[src/rtl/rf_wport_arb.sv]
// Shares the register-file write port between writeback and a 2-entry long-latency result FIFO.
// Combinational grant; FIFO entries retire in order, and an age counter stalls writeback to prevent starvation.
module rf_wport_arb #(
  parameter int unsigned STARVE_LIMIT = 4
) (
  input  logic        clk,
  input  logic        reset,
  input  logic        wb_we,
  input  logic [4:0]  wb_wr,
  input  logic [31:0] wb_wd,
  input  logic [31:0] wb_pc,
  input  logic        md_valid,
  input  logic [4:0]  md_wr,
  input  logic [31:0] md_wd,
  input  logic [31:0] md_pc,
  output logic        md_ready,
  output logic        stall_wb,
  input  logic [4:0]  rs,
  input  logic [4:0]  rt,
  output logic        rs_pending,
  output logic        rt_pending,
  output logic        rf_we,
  output logic [4:0]  rf_wr,
  output logic [31:0] rf_wd,
  output logic [31:0] rf_pc
);

  typedef struct packed {
    logic [4:0]  wr;
    logic [31:0] wd;
    logic [31:0] pc;
  } ent_t;

  localparam logic [3:0] LIMIT = 4'(STARVE_LIMIT);

  ent_t       ent0_q, ent1_q, ent0_d, ent1_d, md_ent;
  logic [1:0] count_q, count_d;
  logic [3:0] age_q, age_d;
  logic       wbreq, grant_head, grant_wb, push, keep0, keep1, head_gone;

  assign md_ent = '{wr: md_wr, wd: md_wd, pc: md_pc};
  assign wbreq  = wb_we && (wb_wr != 5'd0);

  assign md_ready   = !reset && (count_q < 2'd2);
  assign stall_wb   = !reset && (count_q != 2'd0) && (age_q == LIMIT);
  assign grant_head = !reset && (stall_wb || (!wbreq && count_q != 2'd0));
  assign grant_wb   = !reset && !stall_wb && wbreq;
  assign push       = md_valid && md_ready && (md_wr != 5'd0);

  assign rs_pending = !reset && (rs != 5'd0) &&
                      ((count_q != 2'd0 && ent0_q.wr == rs) || (count_q == 2'd2 && ent1_q.wr == rs));
  assign rt_pending = !reset && (rt != 5'd0) &&
                      ((count_q != 2'd0 && ent0_q.wr == rt) || (count_q == 2'd2 && ent1_q.wr == rt));

  always_comb begin
    rf_we = 1'b0;
    rf_wr = 5'd0;
    rf_wd = 32'd0;
    rf_pc = 32'd0;
    if (grant_head) begin
      rf_we = 1'b1;
      rf_wr = ent0_q.wr;
      rf_wd = ent0_q.wd;
      rf_pc = ent0_q.pc;
    end else if (grant_wb) begin
      rf_we = 1'b1;
      rf_wr = wb_wr;
      rf_wd = wb_wd;
      rf_pc = wb_pc;
    end
  end

  // Survivors after pop/squash are compacted to the front, then the new result goes to the tail.
  always_comb begin
    keep0   = (count_q != 2'd0) && !grant_head && !(grant_wb && ent0_q.wr == wb_wr);
    keep1   = (count_q == 2'd2) && !(grant_wb && ent1_q.wr == wb_wr);
    ent0_d  = ent0_q;
    ent1_d  = ent1_q;
    count_d = 2'd0;
    case ({keep0, keep1})
      2'b11: count_d = 2'd2;
      2'b10: count_d = 2'd1;
      2'b01: begin
        ent0_d  = ent1_q;
        count_d = 2'd1;
      end
      default: count_d = 2'd0;
    endcase
    if (push) begin
      if (count_d == 2'd0) begin
        ent0_d  = md_ent;
        count_d = 2'd1;
      end else begin
        ent1_d  = md_ent;
        count_d = 2'd2;
      end
    end
    head_gone = (count_q != 2'd0) && !keep0;
    if (count_q == 2'd0 || head_gone) begin
      age_d = 4'd0;
    end else if (age_q >= LIMIT) begin
      age_d = LIMIT;
    end else begin
      age_d = age_q + 4'd1;
    end
  end

  always_ff @(posedge clk) begin
    if (reset) begin
      count_q <= 2'd0;
      age_q   <= 4'd0;
    end else begin
      count_q <= count_d;
      age_q   <= age_d;
    end
  end

  always_ff @(posedge clk) begin
    ent0_q <= ent0_d;
    ent1_q <= ent1_d;
  end

endmodule

[config.mk]
export PLATFORM = sky130hd
export DESIGN_NAME = rf_wport_arb
export DESIGN_NICKNAME = d
export VERILOG_FILES = /design/src/rtl/rf_wport_arb.sv
export SDC_FILE = /design/constraint.sdc
export NUM_CORES = 1
export LEC_CHECK = 0
export ABC_AREA = 0
export CAP_MARGIN = 15
export CORE_MARGIN = 3
export CORE_UTILIZATION = 50
export CTS_BUF_LIST = sky130_fd_sc_hd__clkbuf_8
export DETAILED_ROUTE_END_ITERATION = 10
export GPL_TIMING_DRIVEN = 0
export PLACE_DENSITY = 0.84
export SLEW_MARGIN = 25
export SYNTH_ARGS = -nofsm -noshare
export SYNTH_HDL_FRONTEND = slang
export SYNTH_SLANG_ARGS = --single-unit
[constraint.sdc]
create_clock -name clk -period 11.6 [get_ports clk]
set_input_delay 1.74 -clock clk [delete_from_list [all_inputs] [get_ports clk]]
set_output_delay 1.74 -clock clk [all_outputs]
set_load 0.02 [all_outputs]
Word-level counts from Yosys, hierarchy flattened --
Index checks and enable logic that the tools add are counted.
Word-level totals: bits in registers 144, input port bits 152, output and inout bits 74, word-level logic and storage cells 85
Cells by class: add/sub/neg operators 1, $lt $le $gt $ge 2, equality and inequality tests 11, mux-type cells 15, bitwise logic cells 1, reductions and logical operators 46
Operators with widths (number):
- 69-bit two-way mux | 3
- 32-bit two-way mux | 4
- 5-bit equality test | 6
- 1-bit logical AND | 24
- 5-bit nonzero test | 4
- 5-bit two-way mux | 2
- 1-bit logical NOT | 7
- 2-bit equality test, second input constant | 3
- 4-bit by 1-bit adder with 4-bit output, second input constant | 1
- 4-bit by 3-bit equality test with 1-bit output, second input constant | 1
- 4-bit by 3-bit >= comparator with 1-bit output, second input constant | 1
- 2-bit logical NOT | 2
- 1-bit logical OR | 4
- 2-bit two-way mux | 2
- 2-bit one-hot mux with 2 select lines | 1
- 2-bit OR reduction | 2
- 3-bit two-way mux | 1
- 3-bit OR reduction | 1
- 2-bit by 1-bit equality test with 1-bit output, second input constant | 1
- 2-bit < comparator, second input constant | 1
- 1-bit two-way mux | 2
- 2-bit AND reduction | 1
- 2-bit nonzero test | 1
- 1-bit inverter | 1

Depth between registers and ports, before layout --
depth after elaboration 15, depth in mapped cells 14, mapped depth without buffers 10

Worst setup path after synthesis --
No wires, ideal clock.
kind in2reg, from input port wb_wr[1], to register ent1_q[0] (netlist bit) (enable), setup time 0.497 ns, arrival 5.986 ns, setup slack 5.117 ns, cell stages on the path 6, path through or4_4 > o21ai_2 > a211oi_2 > a211o_1 > ha_1 > nor2_1
Between the ends: word-level cells in the longest chain between the ends 15, elaborated cells between the ends (all ways) 25, those cells by class eq/ne: 5; mux: 1; bitwise: 1; reduce/logical: 18
Ends and longest elaborated chain:
- start, declared | line 9 | input logic [4:0] wb_wr,
- 5-bit nonzero test | line 42 | assign wbreq = wb_we && (wb_wr != 5'd0);
- 1-bit logical AND | line 42
- 1-bit logical NOT | line 46 | assign grant_head = !reset && (stall_wb || (!wbreq && count_q != 2'd0));
- 1-bit logical AND | line 46
- 1-bit logical OR | line 46
- 1-bit logical AND | line 46
- 1-bit logical NOT | line 75 | keep0 = (count_q != 2'd0) && !grant_head && !(grant_wb && ent0_q.wr == wb_wr);
- 1-bit logical AND (2 in series) | line 75
- 2-bit by 1-bit equality test with 1-bit output / 2-bit equality test (equally long branches) | line 80 | case ({keep0, keep1})
- 2-bit OR reduction (no line)
- 2-bit one-hot mux with 2 select lines * | line 80
- 2-bit logical NOT * | line 90 | if (count_d == 2'd0) begin
- 1-bit inverter (no line) *
- 2-bit AND reduction (no line) *
- end signal, assigned | line 120 | ent1_q <= ent1_d;
- end, declared | line 36 | ent_t ent0_q, ent1_q, ent0_d, ent1_d, md_ent;
Mark *: on every way between the ends. The rest lies on a longest branch, timed or not. A chain may end at the register's enable or synchronous reset.

Final worst setup path --
from input port wb_wr[1], to output port rf_wd[9]
Between the ends: word-level cells in the longest chain between the ends 7, elaborated cells between the ends (all ways) 9, those cells by class mux: 2; reduce/logical: 7
Ends and longest elaborated chain:
- 5-bit nonzero test * | line 42
- 1-bit logical AND * | line 42
- 1-bit logical NOT | line 46
- 1-bit logical AND | line 46
- 1-bit logical OR | line 46
- 1-bit logical AND | line 46
- 32-bit two-way mux * | line 60 | if (grant_head) begin
- end, declared | line 24 | output logic [31:0] rf_wd,
Marks and branches as above.

==> flow_metrics.py <==
metrics = {
    "global_routing": {
        "gr-total-overflow": 0,
        "track_usage": 0.262,
        "antenna_found_initial": 0,
        "grt_pass1_wl_um": 29300,
        "grt_pass1_vias": 5570,
        "grt_start_max_net_pins": 24,
    },
    "die": {
        "io_pins": 226,
        "die_w_um": 119,
        "core_sq_um": 12300,
        "die_height_um": 119,
        "start_util": 0.521,
        "die_area_sq_um": 14200,
        "row_count": 40,
    },
    "route": {
        "wl_um": 18500,
        "wl_met1_um": 7430,
        "first_pass_iters": 4,
        "dr_wl_met2_um": 9220,
        "drc": 0,
        "ant_nets": 0,
        "routed.top_layer": "met4",
        "drt-wirelength-per-cell_um": 18.9,
        "via_per_inst": 5.48,
        "wl_met3_um": 1380,
        "drt_iter0_drc": 355,
        "num_vias": 5371,
    },
    "cells_and_area": {
        "final_nets": 957,
        "antenna_cells": 0,
        "n_fill_cell": 859,
        "fin_util": 0.755,
        "layout-drive-gt1-share": 0.0812,
        "layout.cells.non_filler": 981,
        "synthToLayoutAreaGrowth_pct": 45.0,
    },
    "worst_setup_path": {
        "worstPathMaxFanout": 10,
        "endpoint_kind": "output pin",
        "required_ns": 9.86,
        "rr_worst_depth": 12,
        "crit_arrival_ns": 4.71,
        "crit_type": "in -> out",
        "critPathLaunchType": "input pin",
    },
    "yosys": {
        "syn_inst": 554,
        "synth_seq_cells": 144,
        "syn_nets": 711,
        "ys_warn_count": 0,
        "ys_types": 36,
        "syn_area_sq_um": 6390,
        "synth-edff-count": 69,
        "seq_area_frac_synth": 0.559,
        "synthArstFlopShare": 0,
        "ys.flop_type": "dfxtp_1",
        "avgSynthCellArea_sq_um": 11.5,
    },
    "sta": {
        "finalSetupViolCount": 0,
        "fmax_ghz": 0.155,
        "period_share": 0.556,
        "fin_skew_ns": 0.00701,
        "rsz0062_at_grt": "false",
        "relSlewSlack": 0.478,
        "timing.final.ws_setup_ns": 5.15,
        "hold_viol_final": 0,
        "slew_viol_final": 0,
        "tightestPinTransition_ns": 0.783,
        "fin_setup_tns_ns": 0,
        "fin_crit_ns": 6.45,
    },
    "power_and_ir_drop": {
        "p_leak_nw": 3.33,
        "power_density_nw_per_um2": 149,
        "ir_worst_vdd_mv": 0.0960,
        "total_power_mw": 1.38,
    },
    "clock_tree": {
        "clock_path_buffers": 2,
        "clock_latency_ns": 0.44,
        "htree_levels": 4,
        "hold_buffers": 0,
        "post_cts_buffers": 0,
        "cts_root_buf": "clkbuf_8",
        "cts_sinks": 144,
        "cts_resized": 0,
        "tritoncts": "yes",
        "numCtsBuffers": 17,
        "path_clk_slew_ns": 0.08,
    },
    "place": {
        "finalWeightedCongestion": 0.907,
        "place_ws_ns": 5.15,
        "place_hpwl_um": 13800,
        "port_buffers": 224,
        "dpl.cell_count": 949,
    },
    "run_status": {
        "run_status": "finished, final reports clean",
    },
    "hold_path": {
        "holdPathStages": 1,
        "hold_path_class": "reg -> reg",
    },
    "run": {
        "maxCapViolations": 0,
    },
}
-- power breakdown --
group | total [mW] | internal (mW) | switching, mW | leakage, nW
sequential | 0.685 | 0.630 | 0.0548 | 1.26
combinational | 0.363 | 0.191 | 0.173 | 1.91
clock | 0.336 | 0.145 | 0.191 | 0.167
-- cell usage after synthesis (all sizes together) (2+ instances only) --
| master | n | share of area |
|---|---|---|
| nor2 | 77 | 0.045 |
| edfxtp | 69 | 0.32 |
| nand3 | 6 | 0.0047 |
| a211o | 2 | 0.0027 |
| mux2i | 69 | 0.11 |
| o21ai | 2 | 0.0022 |
| dfxtp | 75 | 0.24 |
| xnor2 | 11 | 0.015 |
| nor3 | 5 | 0.0039 |
| ha | 5 | 0.0098 |
| a22o | 69 | 0.095 |
| a21oi | 72 | 0.056 |
| a211oi | 2 | 0.0031 |
| xor2 | 19 | 0.026 |
| buf | 28 | 0.031 |
| a221oi | 2 | 0.0027 |
| or4 | 2 | 0.0029 |
| inv | 3 | 0.0018 |
| clkbuf | 16 | 0.0094 |
| o21a | 3 | 0.0035 |
| nor4 | 6 | 0.0059 |
| nand2 | 3 | 0.0018 |
-- registers in the layout, indices dropped and copies added (netlist names) --
signal,count
ent1_q,69
count_q,2
ent0_q,69
age_q,4
-- worst max-delay path, cell delays in order --
cell             delay (ns)
clkdlybuf4s50_1        0.60
or4_4                  0.19
o21ai_2                0.08
a211oi_2               0.61
clkbuf_1               0.62
a22o_1                 0.25
clkdlybuf4s50_1        0.61
-- worst paths after layout --
check / endpoint / slack [ns] / startpoint
max: rf_wd[9] / 5.15 / wb_wr[1]
min: age_q[0]$_SDFF_PP0_ / 0.49 / age_q[0]$_SDFF_PP0_
min reg2reg: age_q[0]$_SDFF_PP0_ / 0.49 / age_q[0]$_SDFF_PP0_
max reg2reg: ent0_q[62]$_DFF_P_ / 8.16 / age_q[0]$_SDFF_PP0_
-- through the flow --
| step | cell area [sq um] | hold slack, ns |
|---|---|---|
| 6_report | 9260 | 0.487 |
| 3_5_place_dp | 8930 | 0.463 |
| 3_3_place_gp | 8840 | 0.440 |
| 4_1_cts | 9260 | 0.485 |
| 5_1_grt | 9260 | 0.508 |
| 2_1_floorplan | 6390 | 0.428 |
-- kinds of logic (layout without fill, tap and decap cells) --
kind of cell,count (synthesis),count (layout),synth area share
AND/OR/NAND/NOR,103,103,0.0687
XOR/XNOR,30,30,0.0411
buffers and inverters,47,306,0.0421
flip-flops,144,144,0.559
other,1,1,0.000587
multiplexers,69,69,0.108
adder cells (fa/ha/maj),5,5,0.00979
AO/OA/AOI/OAI,155,155,0.170
-- final cells by class --
cell class	instances	area [sq um]	area share
Inverter	3	11.3	0.00122
Clock buffer	17	234	0.0253
Buffer	44	258	0.0278
Multi-Input combinational cell	363	2550	0.276
Clock inverter	15	96.3	0.0104
Timing Repair Buffer	227	2320	0.251
Sequential cell	144	3570	0.386
Tap cell	168	210	0.0227
-- placed cells by master (no fill, tap or decap), types with 4 or more instances in the layout --
master           instances
clkbuf_8                17
nor3_1                   5
clkinvlp_4               4
a22o_1                  69
nor4_1                   6
buf_2                   14
mux2i_1                 69
clkdlybuf4s50_1        224
xnor2_1                 11
nor2_1                  76
dfxtp_1                 75
nand3_1                  6
buf_6                    8
clkbuf_1                16
clkinv_2                 8
buf_4                    4
ha_1                     5
a21oi_1                 72
xor2_1                  19
edfxtp_1                69
-- routing by layer --
layer / up-vias / global-route usage
li1: 2553 / -
met1: 2554 / 0.315
met2: 230 / 0.443
met3: 34 / 0.0708
met4: 0 / 0.109
met5: - / 0
(Power assumes the default switching activity.)
